--- src/rtl/mem_arbiter_pkg.sv ---
// Shared definitions for the memory-port arbiter.
//   arb_state_t : arbiter FSM encoding (IDLE / REQ / WAIT)
//   arb_grant_t : channel owning the current memory transaction
//   rr_pick     : chooses the channel to grant from the two pending flags
package mem_arbiter_pkg;

    localparam int ARB_STATE_WIDTH = 2;

    typedef enum logic [ARB_STATE_WIDTH-1:0] {
        ARB_STATE_IDLE = 2'd0,
        ARB_STATE_REQ  = 2'd1,
        ARB_STATE_WAIT = 2'd2
    } arb_state_t;

    typedef enum logic {
        ARB_GRANT_INST = 1'b0,
        ARB_GRANT_DATA = 1'b1
    } arb_grant_t;

    // A single pending channel wins outright; on a tie the channel that did
    // not win last time is chosen.
    function automatic arb_grant_t rr_pick(input logic i_pend, input logic d_pend,
                                           input arb_grant_t last);
        if (i_pend && d_pend)
            return (last == ARB_GRANT_INST) ? ARB_GRANT_DATA : ARB_GRANT_INST;
        else if (d_pend)
            return ARB_GRANT_DATA;
        else
            return ARB_GRANT_INST;
    endfunction

endpackage

--- src/rtl/mem_arbiter_arb_req_slot.sv ---
// Per-channel request capture slot.
// Registers one request and holds it until the arbiter clears it after the
// channel's response. ready is simply the inverse of the pending flag.
//   clk, rst         : clock, async active-low reset
//   req_valid/ready  : requester handshake
//   req_addr/write/wdata/wstrb : request fields from the requester
//   clear            : arbiter finished this channel's transaction
//   pending, addr, write, wdata, wstrb : captured request
module arb_req_slot #(
    parameter int ADDR_WIDTH = 32,
    parameter int DATA_WIDTH = 32
) (
    input  logic                    clk,
    input  logic                    rst,
    input  logic                    req_valid,
    output logic                    req_ready,
    input  logic [ADDR_WIDTH-1:0]   req_addr,
    input  logic                    req_write,
    input  logic [DATA_WIDTH-1:0]   req_wdata,
    input  logic [DATA_WIDTH/8-1:0] req_wstrb,
    input  logic                    clear,
    output logic                    pending,
    output logic [ADDR_WIDTH-1:0]   addr,
    output logic                    write,
    output logic [DATA_WIDTH-1:0]   wdata,
    output logic [DATA_WIDTH/8-1:0] wstrb
);

    assign req_ready = !pending;

    // clear and capture cannot coincide: ready is low while a transaction
    // for this channel is outstanding.
    always_ff @(posedge clk or negedge rst) begin
        if (!rst) begin
            pending <= 1'b0;
            addr    <= '0;
            write   <= 1'b0;
            wdata   <= '0;
            wstrb   <= '0;
        end else if (req_valid && !pending) begin
            pending <= 1'b1;
            addr    <= req_addr;
            write   <= req_write;
            wdata   <= req_wdata;
            wstrb   <= req_wstrb;
        end else if (clear) begin
            pending <= 1'b0;
        end
    end

endmodule

--- src/rtl/mem_arbiter.sv ---
// Shares one memory port between the instruction-fetch and load/store
// channels. Each channel has a capture slot; one memory transaction is
// outstanding at a time, responses are routed to the owning channel, and a
// stuck transaction is closed with an error response after TIMEOUT_CYCLES.
//   clk, rst                : clock, async active-low reset
//   i_req_* / i_resp_*      : instruction fetch channel
//   d_req_* / d_resp_*      : load/store channel
//   m_*                     : shared memory port
//
// state | meaning
// ------+-----------------------------------------------------------
// IDLE  | no transaction; grant a pending slot (round-robin on tie)
// REQ   | m_req_valid high, fields frozen, waiting for m_req_ready
// WAIT  | request accepted, waiting for m_resp_valid
module mem_arbiter
    import mem_arbiter_pkg::*;
#(
    parameter int ADDR_WIDTH     = 32,
    parameter int DATA_WIDTH     = 32,
    parameter int TIMEOUT_CYCLES = 255
) (
    input  logic                    clk,
    input  logic                    rst,
    input  logic                    i_req_valid,
    output logic                    i_req_ready,
    input  logic [ADDR_WIDTH-1:0]   i_req_addr,
    output logic                    i_resp_valid,
    output logic [DATA_WIDTH-1:0]   i_resp_data,
    output logic                    i_resp_error,
    input  logic                    d_req_valid,
    output logic                    d_req_ready,
    input  logic [ADDR_WIDTH-1:0]   d_req_addr,
    input  logic                    d_req_write,
    input  logic [DATA_WIDTH-1:0]   d_req_wdata,
    input  logic [DATA_WIDTH/8-1:0] d_req_wstrb,
    output logic                    d_resp_valid,
    output logic [DATA_WIDTH-1:0]   d_resp_data,
    output logic                    d_resp_error,
    output logic                    m_req_valid,
    input  logic                    m_req_ready,
    output logic [ADDR_WIDTH-1:0]   m_addr,
    output logic                    m_write,
    output logic [DATA_WIDTH-1:0]   m_wdata,
    output logic [DATA_WIDTH/8-1:0] m_wstrb,
    input  logic                    m_resp_valid,
    input  logic [DATA_WIDTH-1:0]   m_resp_data
);

    localparam int STRB_WIDTH = DATA_WIDTH / 8;
    localparam int CNT_WIDTH  = (TIMEOUT_CYCLES > 0) ? $clog2(TIMEOUT_CYCLES + 1) : 1;
    localparam logic [CNT_WIDTH-1:0] TMO_LAST = CNT_WIDTH'(TIMEOUT_CYCLES - 1);

    arb_state_t state, state_next;
    arb_grant_t last_grant, grant, grant_sel;
    logic [CNT_WIDTH-1:0] tmo_cnt;
    logic do_grant, do_resp, do_timeout, timeout_hit, clr_i, clr_d;

    logic                  i_pend, d_pend, i_wr_q, d_wr_q;
    logic [ADDR_WIDTH-1:0] i_addr_q, d_addr_q;
    logic [DATA_WIDTH-1:0] i_wdata_q, d_wdata_q;
    logic [STRB_WIDTH-1:0] i_wstrb_q, d_wstrb_q;

    // Fetches never write; tying the fields here makes the grant mux
    // produce m_write = 0 and m_wstrb = 0 for instruction grants.
    arb_req_slot #(.ADDR_WIDTH(ADDR_WIDTH), .DATA_WIDTH(DATA_WIDTH)) u_i_slot (
        .clk(clk), .rst(rst),
        .req_valid(i_req_valid), .req_ready(i_req_ready),
        .req_addr(i_req_addr), .req_write(1'b0),
        .req_wdata('0), .req_wstrb('0),
        .clear(clr_i), .pending(i_pend),
        .addr(i_addr_q), .write(i_wr_q), .wdata(i_wdata_q), .wstrb(i_wstrb_q)
    );

    arb_req_slot #(.ADDR_WIDTH(ADDR_WIDTH), .DATA_WIDTH(DATA_WIDTH)) u_d_slot (
        .clk(clk), .rst(rst),
        .req_valid(d_req_valid), .req_ready(d_req_ready),
        .req_addr(d_req_addr), .req_write(d_req_write),
        .req_wdata(d_req_wdata), .req_wstrb(d_req_wstrb),
        .clear(clr_d), .pending(d_pend),
        .addr(d_addr_q), .write(d_wr_q), .wdata(d_wdata_q), .wstrb(d_wstrb_q)
    );

    always_comb begin
        state_next  = state;
        grant_sel   = rr_pick(i_pend, d_pend, last_grant);
        do_grant    = 1'b0;
        do_resp     = 1'b0;
        do_timeout  = 1'b0;
        timeout_hit = (TIMEOUT_CYCLES != 0) && (tmo_cnt == TMO_LAST);
        case (state)
            ARB_STATE_IDLE: begin
                if (i_pend || d_pend) begin
                    do_grant   = 1'b1;
                    state_next = ARB_STATE_REQ;
                end
            end
            ARB_STATE_REQ: begin
                if (timeout_hit) begin
                    do_timeout = 1'b1;
                    state_next = ARB_STATE_IDLE;
                end else if (m_req_ready) begin
                    state_next = ARB_STATE_WAIT;
                end
            end
            ARB_STATE_WAIT: begin
                // A real response beats a timeout landing in the same cycle.
                if (m_resp_valid) begin
                    do_resp    = 1'b1;
                    state_next = ARB_STATE_IDLE;
                end else if (timeout_hit) begin
                    do_timeout = 1'b1;
                    state_next = ARB_STATE_IDLE;
                end
            end
            default: state_next = ARB_STATE_IDLE;
        endcase
        clr_i = (do_resp || do_timeout) && (grant == ARB_GRANT_INST);
        clr_d = (do_resp || do_timeout) && (grant == ARB_GRANT_DATA);
    end

    always_ff @(posedge clk or negedge rst) begin
        if (!rst) begin
            state        <= ARB_STATE_IDLE;
            last_grant   <= ARB_GRANT_INST;
            grant        <= ARB_GRANT_INST;
            tmo_cnt      <= '0;
            m_req_valid  <= 1'b0;
            m_addr       <= '0;
            m_write      <= 1'b0;
            m_wdata      <= '0;
            m_wstrb      <= '0;
            i_resp_valid <= 1'b0;
            i_resp_data  <= '0;
            i_resp_error <= 1'b0;
            d_resp_valid <= 1'b0;
            d_resp_data  <= '0;
            d_resp_error <= 1'b0;
        end else begin
            state        <= state_next;
            i_resp_valid <= 1'b0;
            i_resp_error <= 1'b0;
            d_resp_valid <= 1'b0;
            d_resp_error <= 1'b0;

            if (do_grant) begin
                grant       <= grant_sel;
                last_grant  <= grant_sel;
                tmo_cnt     <= '0;
                m_req_valid <= 1'b1;
                m_addr      <= (grant_sel == ARB_GRANT_DATA) ? d_addr_q  : i_addr_q;
                m_write     <= (grant_sel == ARB_GRANT_DATA) ? d_wr_q    : i_wr_q;
                m_wdata     <= (grant_sel == ARB_GRANT_DATA) ? d_wdata_q : i_wdata_q;
                m_wstrb     <= (grant_sel == ARB_GRANT_DATA) ? d_wstrb_q : i_wstrb_q;
            end else if (state != ARB_STATE_IDLE && tmo_cnt != '1) begin
                tmo_cnt <= tmo_cnt + CNT_WIDTH'(1);
            end

            if (do_timeout || (state == ARB_STATE_REQ && m_req_ready))
                m_req_valid <= 1'b0;

            if (do_resp || do_timeout) begin
                if (grant == ARB_GRANT_DATA) begin
                    d_resp_valid <= 1'b1;
                    d_resp_error <= do_timeout;
                    d_resp_data  <= do_timeout ? '0 : m_resp_data;
                end else begin
                    i_resp_valid <= 1'b1;
                    i_resp_error <= do_timeout;
                    i_resp_data  <= do_timeout ? '0 : m_resp_data;
                end
            end
        end
    end

endmodule

--- config.mk ---
export PLATFORM = sky130hd
export DESIGN_NAME = mem_arbiter
export DESIGN_NICKNAME = d
export VERILOG_FILES = /design/src/rtl/mem_arbiter_pkg.sv /design/src/rtl/mem_arbiter_arb_req_slot.sv /design/src/rtl/mem_arbiter.sv
export SDC_FILE = /design/constraint.sdc
export NUM_CORES = 1
export LEC_CHECK = 0
export ABC_CLOCK_PERIOD_IN_PS = 1900
export CORE_MARGIN = 2
export CORE_UTILIZATION = 44
export CTS_CLUSTER_DIAMETER = 100
export DETAILED_ROUTE_END_ITERATION = 8
export PLACE_DENSITY_LB_ADDON = 0.12
export SYNTH_ARGS = -nofsm -noshare
export SYNTH_HDL_FRONTEND = slang
export SYNTH_SLANG_ARGS = --single-unit
--- constraint.sdc ---
create_clock -name clk -period 1.9 [get_ports clk]
set_input_delay 0.57 -clock clk [delete_from_list [all_inputs] [get_ports clk]]
set_output_delay 0.57 -clock clk [all_outputs]
set_load 0.02 [all_outputs]
==> key figures <==
Worst setup path
  • Critical R2R Launch: state[0]
  • Crit-path max FO: 2
  • Critical Path AT: 1280 ps
  • RR Endpoint: i_resp_data[12]
  • Worst setup SP type: flip-flop
  • R2r setup slk: around 80 ps
  • Worst Path Required: between 1000 and 1500 ps
  • Top Family by Delay on Critical Path: flip-flops
  • Path depth of the worst reg2reg path: 7
  • Crit Path Class: reg2out
  • CP cell instances: dlygate4sd2_1
  • Crit end category: output pin
  • Max incr delay on CP: between 400 and 500 ps
  • CP bufs+invs: 1
  • CP Launch Point: i_resp_data[30]
  • Slowest-stage cell, CP: dfrtp_1

GRT
  • Initial antenna violation count: 0
  • Grt ovf: 0
  • Pin count of the biggest net entering global routing: between 70 and 80
  • Vias in the first global route: 7600
  • GR Util All Layers: 20.4%
  • First-pass GRT wire length: around 40000 µm

Clock tree
  • TritonCTS Buffers: 28
  • CTS Root Cell: clkbuf_16
  • Worst skew pair latency: 530 ps
  • Clk buf depth: 3
  • Clock slew at reported path FFs: ~60 ps
  • CTS tree: done
  • H-tree lvl count: 1
  • Clock sink count: ~250

Die
  • Num rows: 55
  • Die height: roughly 160 µm
  • Total core area: around 23000 µm²
  • DIE AREA: about 24000 µm²
  • Initial core utilization: between 40% and 50%
  • I/O pin cnt: ~280
  • Die X: about 160 µm

Drt
  • WL/cell: around 18 µm
  • Residual DRC: 0
  • Vias per cell: between 5 and 6
  • Via count: about 7300
  • Drt pass-1 iters: 5
  • ANT nets after route: 0
  • Iteration-0 DRC Markers: around 260
  • Drt total wl: between 20000 and 30000 µm

Finish
  • Share of post-route cells with drive strength above 1: between 20 and 25%
  • Post-route insts no fill: approximately 1400
  • # diodes: 0
  • Nets@finish: about 1300
  • Fillers: approximately 1800
  • Layout area overhead: 42.9%

STA
  • Final WS setup: ~49 ps
  • Period utilisation layout: about 97%
  • Clock Skews: about 7.5 ps
  • Final Hold Viols: 0
  • Max Fclk: approximately 540 MHz
  • Unrepaired setup endpoints after global routing: false
  • Max-slew violation count: 0
  • Slew headroom: between 60% and 70%
  • Tightest Pin Transition: 508 ps
  • Setup-failing EPs final: 0
  • Period minus WS final: 1850 ps

Worst hold path
  • HP Start: m_addr[29]
  • Worst Hold Path Cells: 2
  • Worst Hold Class: reg2reg
  • WHS Endpoint: m_addr[29]

Place
  • Placer Congestion: 0.830
  • # port buffers: 278
  • Place WS: -381 ps
  • Detailed Place HPWL: between 15000 and 20000 µm
  • Cells after DPL: between 1000 and 1500

Logic synthesis
  • Syn avg cell area: 12.5 µm²
  • Post-Syn Instances: just over 800
  • Sequential fraction of the synthesis area: between 60% and 70%
  • Synth Warn #: 0
  • EDFF count, synth: 0
  • Netlist cell types: 44
  • Syn Nets: around 960
  • FFs w/ async S/R, synth: 100%
  • #FFs+latches synth: 252
  • Cell Area, Synth: 10200 µm²
  • Ys flop type: dfrtp_1

Run
  • Max-cap violations: 0

Power
  • Static Leak: about 7 nW
  • Worst IR Drop VDD: slightly above 0.0009 V
  • PwrDens: roughly 1700 nW/µm²

Status
  • Outcome: completed
-- worst max-delay path by stage --
stage                       to  cells after the start
2_1_floorplan  d_resp_data[10]                      8
3_3_place_gp   i_resp_data[29]                      6
3_5_place_dp   i_resp_data[28]                      6
4_1_cts             m_addr[29]                      1
5_1_grt        d_resp_data[30]                      1
6_report       i_resp_data[30]                      1
-- state kept, by name, summed over array words and instances (netlist names), 4 cells and up --
signal,count
m_wstrb,4
u_d_slot.wdata,32
u_i_slot.addr,32
m_wdata,32
tmo_cnt,8
m_addr,32
i_resp_data,32
d_resp_data,32
u_d_slot.addr,32
u_d_slot.wstrb,4
-- per-layer routing --
metal / share of wire [%] / GRT usage [%] / routed length [µm]
met1: 42 / 26.0 / 10400
met5: 0 / 0 / 0
met4: 2.4 / 5.68 / 600
met2: 47 / 33.8 / 11900
met3: 8.6 / 6.59 / 2150
-- kinds of logic (layout without fill, tap and decap cells) --
logic type	after synthesis	count (layout)	synth area share, %
simple gates	199	199	8.15
flops	252	252	61.8
buf+inv	64	388	3.63
compound gates	156	156	11.0
xor+xnor	1	1	0.0859
mux	137	137	14.7
fa+ha+maj	5	5	0.613
-- placed cells by master (no fill, tap or decap), drive strengths merged, types with 9 or more instances in the layout --
cell type	n
dlygate4sd2	138
buf	49
inv	9
nand2	166
a22o	37
a21oi	70
dfrtp	252
clkbuf	41
clkdlybuf4s50	137
nor2	10
o21ai	36
mux2i	36
mux2	101
-- cells in the mapped netlist (all sizes together) (2+ instances only) --
cell type	number	area share (%)
nand3	3	0.20
ha	5	0.61
and3	3	0.18
a211o	2	0.17
clkbuf	28	1.0
mux2i	36	3.5
o21ai	36	1.8
a211oi	2	0.15
and2	2	0.12
buf	27	2.3
nand2	166	6.1
nor3	2	0.098
dfrtp	252	62
a21oi	70	4.9
a22o	37	3.2
mux2	101	11
inv	9	0.33
nand4	2	0.27
o211ai	2	0.15
nor2b	5	0.31
nand2b	2	0.15
nor2	10	0.39
o22ai	2	0.12
-- power by group --
| group | switching, mW | leakage [nW] | internal, mW |
|---|---|---|---|
| clock | 2.14 | 0.497 | 3.56 |
| combinational | 5.03 | 3.24 | 4.43 |
| sequential | 1.22 | 3.15 | 7.79 |
-- layout make-up --
cell class | count | area (µm²) | area share, %
multi-input combinational | 498 | 3570 | 24.5
sequential | 252 | 6310 | 43.3
inverter | 9 | 33.8 | 0.232
clock buffer | 40 | 867 | 5.95
timing repair buffer | 328 | 3300 | 22.7
tap | 285 | 357 | 2.45
clock inverter | 11 | 135 | 0.928
-- stage by stage --
| stage | cell area (µm²) | util [%] | total power, mW | setup TNS (ps) | hold WS, ps |
|---|---|---|---|---|---|
| 4_1_cts | 14500 | 64.0 | 24.4 | 0 | 479 |
| 3_3_place_gp | 13700 | 60.3 | 19.3 | -29380 | 460 |
| 3_5_place_dp | 13700 | 60.3 | 19.5 | -33800 | 470 |
| 2_1_floorplan | 10200 | - | 14.9 | 0 | 274 |
| 5_1_grt | 14600 | 64.2 | 25.7 | 0 | 496 |
| 6_report | 14600 | 64.2 | 24.2 | 0 | 472 |
-- timing repair --
| item | 4_1_cts | 5_1_grt |
|---|---|---|
| setup endpoints to repair | 140 | 51 |
| endpoints found under the hold margin | 13 | 0 |
| hold buffers | 1 | 0 |
| buffers inserted | 0 | 1 |
| gates resized for setup | 144 | 5 |
| gates cloned | 0 | 1 |
(Power assumes the default switching activity.)
